--- src/rtl/alu_pkg.sv ---
// Shared definitions for the Jac1-8 sequential ALU.
// Opcodes, status bit positions and controller states.
package alu_pkg;

    localparam int DATA_W = 8;
    localparam int NUM_ST = 3;

    localparam logic [3:0] OP_ADD = 4'h0;
    localparam logic [3:0] OP_ADC = 4'h1;
    localparam logic [3:0] OP_SUB = 4'h2;
    localparam logic [3:0] OP_SBC = 4'h3;
    localparam logic [3:0] OP_AND = 4'h4;
    localparam logic [3:0] OP_OR  = 4'h5;
    localparam logic [3:0] OP_XOR = 4'h6;
    localparam logic [3:0] OP_NOT = 4'h7;
    localparam logic [3:0] OP_SHL = 4'h8;
    localparam logic [3:0] OP_SHR = 4'h9;
    localparam logic [3:0] OP_INC = 4'hA;
    localparam logic [3:0] OP_DEC = 4'hB;
    localparam logic [3:0] OP_CMP = 4'hC;
    localparam logic [3:0] OP_MUL = 4'hD;

    localparam int ST_C = 0;
    localparam int ST_Z = 1;
    localparam int ST_N = 2;

    typedef enum logic [1:0] {
        S_IDLE,
        S_EXEC,
        S_MUL,
        S_DONE
    } state_t;

endpackage

--- src/rtl/alu_mul_seq.sv ---
// Shift-add multiplier: one partial product per cycle, LSB first.
// Full 2*DataWidth product is valid when done pulses.
module alu_mul_seq
    import alu_pkg::*;
#(
    parameter int DataWidth = DATA_W
) (
    input  logic                   clk,
    input  logic                   res,
    input  logic                   load,
    input  logic [DataWidth-1:0]   a,
    input  logic [DataWidth-1:0]   b,
    output logic                   busy,
    output logic                   done,
    output logic [2*DataWidth-1:0] product
);

    localparam int CW = $clog2(DataWidth);

    logic [DataWidth-1:0] mcand;
    logic [CW-1:0]        cnt;
    logic [DataWidth:0]   sum;

    // Upper half accumulates; lower half holds the remaining multiplier bits.
    assign sum = {1'b0, product[2*DataWidth-1:DataWidth]}
               + (product[0] ? {1'b0, mcand} : '0);

    always_ff @(posedge clk) begin
        if (res) begin
            busy    <= 1'b0;
            done    <= 1'b0;
            product <= '0;
            mcand   <= '0;
            cnt     <= '0;
        end else begin
            done <= 1'b0;
            if (load) begin
                mcand   <= a;
                product <= {{DataWidth{1'b0}}, b};
                cnt     <= '0;
                busy    <= 1'b1;
            end else if (busy) begin
                product <= {sum, product[DataWidth-1:1]};
                cnt     <= cnt + 1'b1;
                if (cnt == CW'(DataWidth - 1)) begin
                    busy <= 1'b0;
                    done <= 1'b1;
                end
            end
        end
    end

endmodule

--- src/rtl/alu_seq.sv ---
// Sequential 8-bit ALU feeding the status register.
// Single-cycle ops finish in EXEC; MUL runs on alu_mul_seq.
module alu_seq
    import alu_pkg::*;
#(
    parameter int DataWidth     = DATA_W,
    parameter int NumStatusBits = NUM_ST
) (
    input  logic                     clk,
    input  logic                     res,
    input  logic                     start,
    input  logic [3:0]               opcode,
    input  logic [DataWidth-1:0]     op_a,
    input  logic [DataWidth-1:0]     op_b,
    input  logic                     carry_in,
    output logic                     busy,
    output logic                     done,
    output logic [DataWidth-1:0]     result,
    output logic                     res_we,
    output logic [NumStatusBits-1:0] alu_status,
    output logic                     stat_wr_en,
    output logic                     sel_stat_in_alu_decoder,
    output logic                     illegal_op
);

    state_t                   state;
    logic [3:0]               op_q;
    logic [DataWidth-1:0]     a_q;
    logic [DataWidth-1:0]     b_q;
    logic                     cin_q;
    logic [DataWidth:0]       ext;
    logic [DataWidth-1:0]     r;
    logic                     c;
    logic [NumStatusBits-1:0] st;
    logic [NumStatusBits-1:0] mul_st;
    logic                     mul_load;
    logic                     mul_busy;
    logic                     mul_done;
    logic [2*DataWidth-1:0]   product;

    assign mul_load = (state == S_IDLE) && start && (opcode == OP_MUL);

    alu_mul_seq #(.DataWidth(DataWidth)) u_mul (
        .clk     (clk),
        .res     (res),
        .load    (mul_load),
        .a       (op_a),
        .b       (op_b),
        .busy    (mul_busy),
        .done    (mul_done),
        .product (product)
    );

    // Arithmetic runs one bit wide so bit DataWidth is carry or borrow.
    always_comb begin
        ext = '0;
        r   = '0;
        c   = 1'b0;
        unique case (op_q)
            OP_ADD: ext = {1'b0, a_q} + {1'b0, b_q};
            OP_ADC: ext = {1'b0, a_q} + {1'b0, b_q} + (DataWidth+1)'(cin_q);
            OP_SUB,
            OP_CMP: ext = {1'b0, a_q} - {1'b0, b_q};
            OP_SBC: ext = {1'b0, a_q} - {1'b0, b_q} - (DataWidth+1)'(cin_q);
            OP_INC: ext = {1'b0, a_q} + (DataWidth+1)'(1);
            OP_DEC: ext = {1'b0, a_q} - (DataWidth+1)'(1);
            OP_AND: ext = {1'b0, a_q & b_q};
            OP_OR:  ext = {1'b0, a_q | b_q};
            OP_XOR: ext = {1'b0, a_q ^ b_q};
            OP_NOT: ext = {1'b0, ~a_q};
            OP_SHL: ext = {a_q, 1'b0};
            OP_SHR: ext = {a_q[0], 1'b0, a_q[DataWidth-1:1]};
            default: ext = '0;
        endcase
        r = ext[DataWidth-1:0];
        c = ext[DataWidth];
        st       = '0;
        st[ST_C] = c;
        st[ST_Z] = (r == '0);
        st[ST_N] = r[DataWidth-1];
        mul_st       = '0;
        mul_st[ST_C] = |product[2*DataWidth-1:DataWidth];
        mul_st[ST_Z] = (product[DataWidth-1:0] == '0);
        mul_st[ST_N] = product[DataWidth-1];
    end

    always_ff @(posedge clk) begin
        if (res) begin
            state                   <= S_IDLE;
            busy                    <= 1'b0;
            done                    <= 1'b0;
            res_we                  <= 1'b0;
            stat_wr_en              <= 1'b0;
            sel_stat_in_alu_decoder <= 1'b0;
            illegal_op              <= 1'b0;
            result                  <= '0;
            alu_status              <= '0;
            op_q                    <= '0;
            a_q                     <= '0;
            b_q                     <= '0;
            cin_q                   <= 1'b0;
        end else begin
            done                    <= 1'b0;
            res_we                  <= 1'b0;
            stat_wr_en              <= 1'b0;
            sel_stat_in_alu_decoder <= 1'b0;
            illegal_op              <= 1'b0;
            unique case (state)
                S_IDLE: begin
                    if (start) begin
                        op_q  <= opcode;
                        a_q   <= op_a;
                        b_q   <= op_b;
                        cin_q <= carry_in;
                        busy  <= 1'b1;
                        state <= (opcode == OP_MUL) ? S_MUL : S_EXEC;
                    end
                end
                S_EXEC: begin
                    if (op_q > OP_MUL) begin
                        illegal_op <= 1'b1;
                    end else begin
                        alu_status              <= st;
                        stat_wr_en              <= 1'b1;
                        sel_stat_in_alu_decoder <= 1'b1;
                        if (op_q != OP_CMP) begin
                            result <= r;
                            res_we <= 1'b1;
                        end
                    end
                    busy  <= 1'b0;
                    done  <= 1'b1;
                    state <= S_DONE;
                end
                S_MUL: begin
                    if (mul_done && !mul_busy) begin
                        result                  <= product[DataWidth-1:0];
                        alu_status              <= mul_st;
                        res_we                  <= 1'b1;
                        stat_wr_en              <= 1'b1;
                        sel_stat_in_alu_decoder <= 1'b1;
                        busy                    <= 1'b0;
                        done                    <= 1'b1;
                        state                   <= S_DONE;
                    end
                end
                default: state <= S_IDLE;
            endcase
        end
    end

endmodule

--- config.mk ---
export PLATFORM = sky130hd
export DESIGN_NAME = alu_seq
export DESIGN_NICKNAME = d
export VERILOG_FILES = /design/src/rtl/alu_pkg.sv /design/src/rtl/alu_mul_seq.sv /design/src/rtl/alu_seq.sv
export SDC_FILE = /design/constraint.sdc
export NUM_CORES = 1
export LEC_CHECK = 0
export CAP_MARGIN = 20
export CORE_MARGIN = 4
export CORE_UTILIZATION = 45
export DETAILED_ROUTE_END_ITERATION = 10
export SYNTH_ARGS = -nofsm -noshare
export SYNTH_HDL_FRONTEND = slang
export SYNTH_SLANG_ARGS = --single-unit
--- constraint.sdc ---
create_clock -name clk -period 4.6 [get_ports clk]
set_input_delay 1.15 -clock clk [delete_from_list [all_inputs] [get_ports clk]]
set_output_delay 1.15 -clock clk [all_outputs]
set_load 0.005 [all_outputs]
==> flow_summary.toml, run 1 <==
[run_status]
status = "finished, final reports clean"

[timing]
tightest_slew_ns = 0.971
max_freq_ghz = 0.276
fin_skew_ns = 0.00630
setup-violations-final = 0
fin_crit_ns = 3.62
hold_violations = 0
setup_slack_ns = 0.977
fin_tns_setup_ns = 0
finalMaxSlewViolations = 0
hold_ws_ns = 0.449
rsz0062_at_grt = "false"
slew_headroom_pct = 34.8
timing.final.crit_share_pct = 78.8

[logic_synthesis]
synth_seq_cells = 68
async_flop_share_pct = 0
synth_edf_count = 0
yosysSeqAreaShare_pct = 25.0
avgSynthCellArea_sq_um = 7.85
syn-num-nets = 772
yosys_warnings = 0
syn_inst = 694
netlist_area_sq_um = 5450
synth_cell_types = 77
ys.flop_type = "dfxtp_1"

[min_path]
hold_path.class = "flip-flop to flip-flop"
min_from = "u_mul.mcand[0]"

[route]
first_pass_iters = 5
wl_met3_um = 1040
met1_length_um = 7720
antenna_left = 0
routed_wl_um = 16200
vias = 5123
wl_met2_um = 7130
drt_iter0_drc = 425
remaining_drc_errors = 0
viasPerCell = 5.95
route.top_layer_used = "met4"
wl_per_cell_um = 18.8

[clock_network]
ctsResizeCount = 0
cts_hold_buf = 0
path_clk_slew_ns = 0.05
clockBufferDepth = 2
clockRootBuffer = "clkbuf_16"
cts_buffers = 9
cts_max_level = 3
tritoncts = "built"
post_cts_buffers = 0
clock_latency_ns = 0.33
clock-sinks = 68

[pwr]
p_leak_nw = 2.38
vdd_drop_max_uv = 193
power_density_nw_per_um2 = 448

[worst_setup_path]
r2r_slack_ns = 0.98
path_class = "flip-flop to flip-flop"
cp-startpoint = "op_q[3]"
cp-start-kind = "flip-flop"
worstPathMaxFanout = 21
cp.arrival_ns = 3.89
end_kind = "flip-flop"
timing.rr.start = "op_q[3]"
critical_path_required_ns = 4.87

[run]
drv_cap = 0

[die]
initial_core_util_pct = 46.9
die_area_sq_um = 13900
ios = 41
row_count = 39
die_x_um = 118
coreArea_sq_um = 11600
die_h_um = 118

[global_routing]
grt_pass1_vias = 4875
grt_pass1_wl_um = 25900
grt_max_degree = 34
grt_util_all_layers_pct = 23.0
grt-ovfl-total = 0
antenna_found_initial = 0

[final_layout]
diodes = 0
final_common_cell = "nand2_1"
area_growth_pct = 13.3
final_nets = 793
final_cell_mix = "nand2_1, a21oi_1, dfxtp_1, nor2_1, ha_1"
instances_no_fill = 861
drive_gt1_share_pct = 6.55

[placement]
dpl.cell_count = 847
port_buffers = 40
dp_worst_setup_slack_ns = 1.10
dp_hpwl_um = 12700
gp_congestion = 0.902
==> registers in the layout, indices dropped and copies added, names as in the netlist <==
name / count
u_mul.busy: 1
illegal_op: 1
u_mul.done: 1
done: 1
u_mul.mcand: 8
u_mul.cnt: 3
result: 8
u_mul.product: 16
a_q: 8
op_q: 4
sel_stat_in_alu_decoder: 1
busy: 1
b_q: 8
res_we: 1
state: 2
cin_q: 1
alu_status: 3
==> cells by family (layout without fill, tap and decap cells) <==
family	after synthesis	count (layout)	synth area share [%]
compound gates	188	188	23.7
simple gates	253	253	22.5
flops	68	68	25.0
fa+ha+maj	54	54	12.9
xor+xnor	31	31	5.12
buf+inv	75	99	5.65
mux	25	25	5.07
==> final cells by class <==
cell class / instances / area, sq um
well taps: 143 / 179
clock buffers: 12 / 246
multi-input cells: 551 / 3780
fillers: 1149 / 5440
flip-flops and latches: 68 / 1360
clock inverters: 2 / 12.5
inverters: 37 / 139
repair buffers: 48 / 455
==> worst paths after layout <==
path,endpoint,cells past startpoint
setup / recovery,alu_status[1],12
hold / removal,u_mul.mcand[0],2
setup reg to reg,alu_status[1],12
hold reg to reg,u_mul.mcand[0],2
==> metrics by stage <==
stage | total power, mW | utilization, % | area [sq um]
2_1_floorplan | 1.73 | - | 5450
3_3_place_gp | 2.14 | 50.9 | 5920
3_5_place_dp | 2.14 | 50.9 | 5920
4_1_cts | 2.76 | 53.2 | 6170
5_1_grt | 2.95 | 53.2 | 6170
6_report | 2.77 | 53.2 | 6170
==> cells in the mapped netlist, drive strengths merged, types with 16 or more instances <==
library cell  count  area (sq um)
dfxtp            68          1360
nand2           101           379
nor2             64           250
xnor2            16           140
a211oi           23           213
o21ai            26           134
clkbuf           19          71.3
inv              37           139
mux2i            22           220
ha               50           626
a21oi            69           349
buf              19          97.6
==> where the power goes <==
part	leakage, nW	internal, mW	switching [mW]
logic	1.70	0.531	0.844
clock network	0.125	0.372	0.237
registers	0.553	0.673	0.108
==> routing by layer <==
layer / up-vias / track usage [%]
li1: 2503 / -
met1: 2412 / 32.8
met2: 181 / 35.4
met3: 27 / 5.00
met4: 0 / 5.79
met5: - / 0
==> worst max-delay path, stage by stage (launching register included) <==
cell and delay, ns:
dfxtp_1 0.79, nand2_1 0.23, nor3_1 0.19, buf_4 0.21, ha_1 0.29, a21o_1 0.18, a21o_1 0.17, a221oi_1 0.37
xnor2_1 0.15, a221oi_1 0.28, o21ai_1 0.13, a211oi_2 0.36, a41o_1 0.21
Power figures use the tool's default switching activity.
==> inputs of run 2 (changes only) <==
==> constraint.sdc (replaced) <==
create_clock -name clk -period 3.56 [get_ports clk]
set_input_delay 0.89 -clock clk [delete_from_list [all_inputs] [get_ports clk]]
set_output_delay 0.89 -clock clk [all_outputs]
set_load 0.005 [all_outputs]
==> flow_summary.toml, run 2 (same netlist as run 1, synthesis figures left out) <==
[worst_setup_path]
path_class = "flip-flop to flip-flop"
timing.rr.start = "a_q[0]"
worstPathMaxFanout = 9
r2r_slack_ns = 0.35
critical_path_required_ns = 3.75
reg2reg_depth = 11
r2r-end = "result[6]"
cp.arrival_ns = 3.40
end_kind = "flip-flop"
cp-start-kind = "flip-flop"

[timing]
tightest_slew_ns = 0.736
setup-violations-final = 0
fin_tns_setup_ns = 0
fin_skew_ns = 0.00493
timing.final.crit_share_pct = 90.2
fin_crit_ns = 3.21
finalMaxSlewViolations = 0
hold_violations = 0
rsz0062_at_grt = "false"
max_freq_ghz = 0.311
slew_headroom_pct = 50.9

[clock_network]
clock_latency_ns = 0.33
path_clk_slew_ns = 0.06
post_cts_buffers = 0
tritoncts = "built"
clockBufferDepth = 2
cts_hold_buf = 0
cts_max_level = 3
clock-sinks = 68
cts_buffers = 9
clockRootBuffer = "clkbuf_16"
ctsResizeCount = 0

[pwr]
vdd_drop_max_uv = 334
power_density_nw_per_um2 = 570
p_leak_nw = 2.42

[die]
die_area_sq_um = 13900
row_count = 39
ios = 41
initial_core_util_pct = 46.9
coreArea_sq_um = 11600
die_x_um = 118
die_h_um = 118

[global_routing]
antenna_found_initial = 0
grt-busiest-layer = "met2"
grt_pass1_vias = 4919
use_met1_pct = 32.0
grt_util_all_layers_pct = 22.9
grt_max_degree = 33
grt_pass1_wl_um = 25700
grt.met2_usage_pct = 36.0
grtUsageMet3_pct = 4.81
grt-ovfl-total = 0

[placement]
port_buffers = 40
gp_congestion = 1.02
dp_hpwl_um = 12600

[final_layout]
area_growth_pct = 14.5
utilization_pct = 53.7
final_cell_mix = "nand2_1, a21oi_1, dfxtp_1, nor2_1, ha_1"
diodes = 0
final_common_cell = "nand2_1"
final_nets = 801
top_register = "u_mul.product"
largest_register_ffs = 16
drive_gt1_share_pct = 7.69

[min_path]
holdPathEnd = "u_mul.mcand[0]"
whs_path_depth = 2
min_from = "u_mul.mcand[0]"
hold_path.class = "flip-flop to flip-flop"

[route]
viasPerCell = 5.86
wl_per_cell_um = 18.1
first_pass_iters = 5
drt_iter0_drc = 473
vias = 5104
routed_wl_um = 15800
antenna_left = 0
remaining_drc_errors = 0

[run_status]
status = "finished, final reports clean"

[run]
drv_cap = 0
==> run 2: final cells by class <==
cell class,count,area [sq um]
clock buffers,12,236
well taps,143,179
fillers,1129,5380
multi-input cells,551,3780
inverters,37,139
flip-flops and latches,68,1360
clock inverters,4,26.3
repair buffers,56,515
==> run 2: power breakdown <==
group,leakage [nW],internal (mW),switching (mW)
sequential,0.553,0.869,0.101
clock,0.127,0.470,0.321
combinational,1.74,0.707,1.09
total,2.42,2.05,1.51
==> run 2: stage by stage <==
| step | cell area (sq um) | cells | power (mW) | setup WS (ns) | hold slack [ns] |
|---|---|---|---|---|---|
| 4_1_cts | 6240 | 871 | 3.56 | 0.336 | 0.454 |
| 5_1_grt | 6240 | 871 | 3.82 | 0.173 | 0.471 |
| 3_5_place_dp | 5980 | 855 | 2.76 | 0.371 | 0.446 |
| 6_report | 6240 | 871 | 3.56 | 0.348 | 0.453 |
| 3_3_place_gp | 5980 | 855 | 2.75 | 0.432 | 0.439 |
| 2_1_floorplan | 5450 | 694 | 2.23 | 0.379 | 0.432 |
==> run 2: worst max path at each step <==
stage | startpoint | end | slack [ns] | depth (start not counted)
final | a_q[0] | result[6] | 0.35 | 11
after global routing | a_q[0] | result[6] | 0.17 | 11
after CTS | a_q[0] | result[5] | 0.34 | 10
after detailed placement | a_q[0] | result[5] | 0.37 | 10
after global placement | a_q[0] | result[5] | 0.43 | 10
after floorplan | op_q[2] | alu_status[1] | 0.38 | 12
==> run 2: critical path, cell delays in order (launching register included) <==
cell      delay, ns
dfxtp_1        0.51
inv_1          0.11
ha_1           0.24
fa_1           0.45
o21ba_2        0.25
nor4_1         0.17
nor3_1         0.14
xnor2_1        0.36
o221ai_1       0.19
a211o_1        0.29
o311ai_2       0.27
a21oi_1        0.10
==> run 2: layer usage <==
metal | up-vias | wire length (um)
met1 | 2422 | 7600
li1 | 2515 | -
met5 | - | 0
met4 | 0 | 179
met2 | 150 | 7000
met3 | 17 | 969
==> inputs of run 3 (changes only) <==
--- a/config.mk
+++ b/config.mk
@@ -9,6 +9,7 @@
 export CORE_MARGIN = 4
 export CORE_UTILIZATION = 45
 export DETAILED_ROUTE_END_ITERATION = 10
+export HOLD_SLACK_MARGIN = 0.12
 export SYNTH_ARGS = -nofsm -noshare
 export SYNTH_HDL_FRONTEND = slang
 export SYNTH_SLANG_ARGS = --single-unit
==> results of run 3 <==
Same layout as run 2: the final DEF is identical, and so are final timing and power.
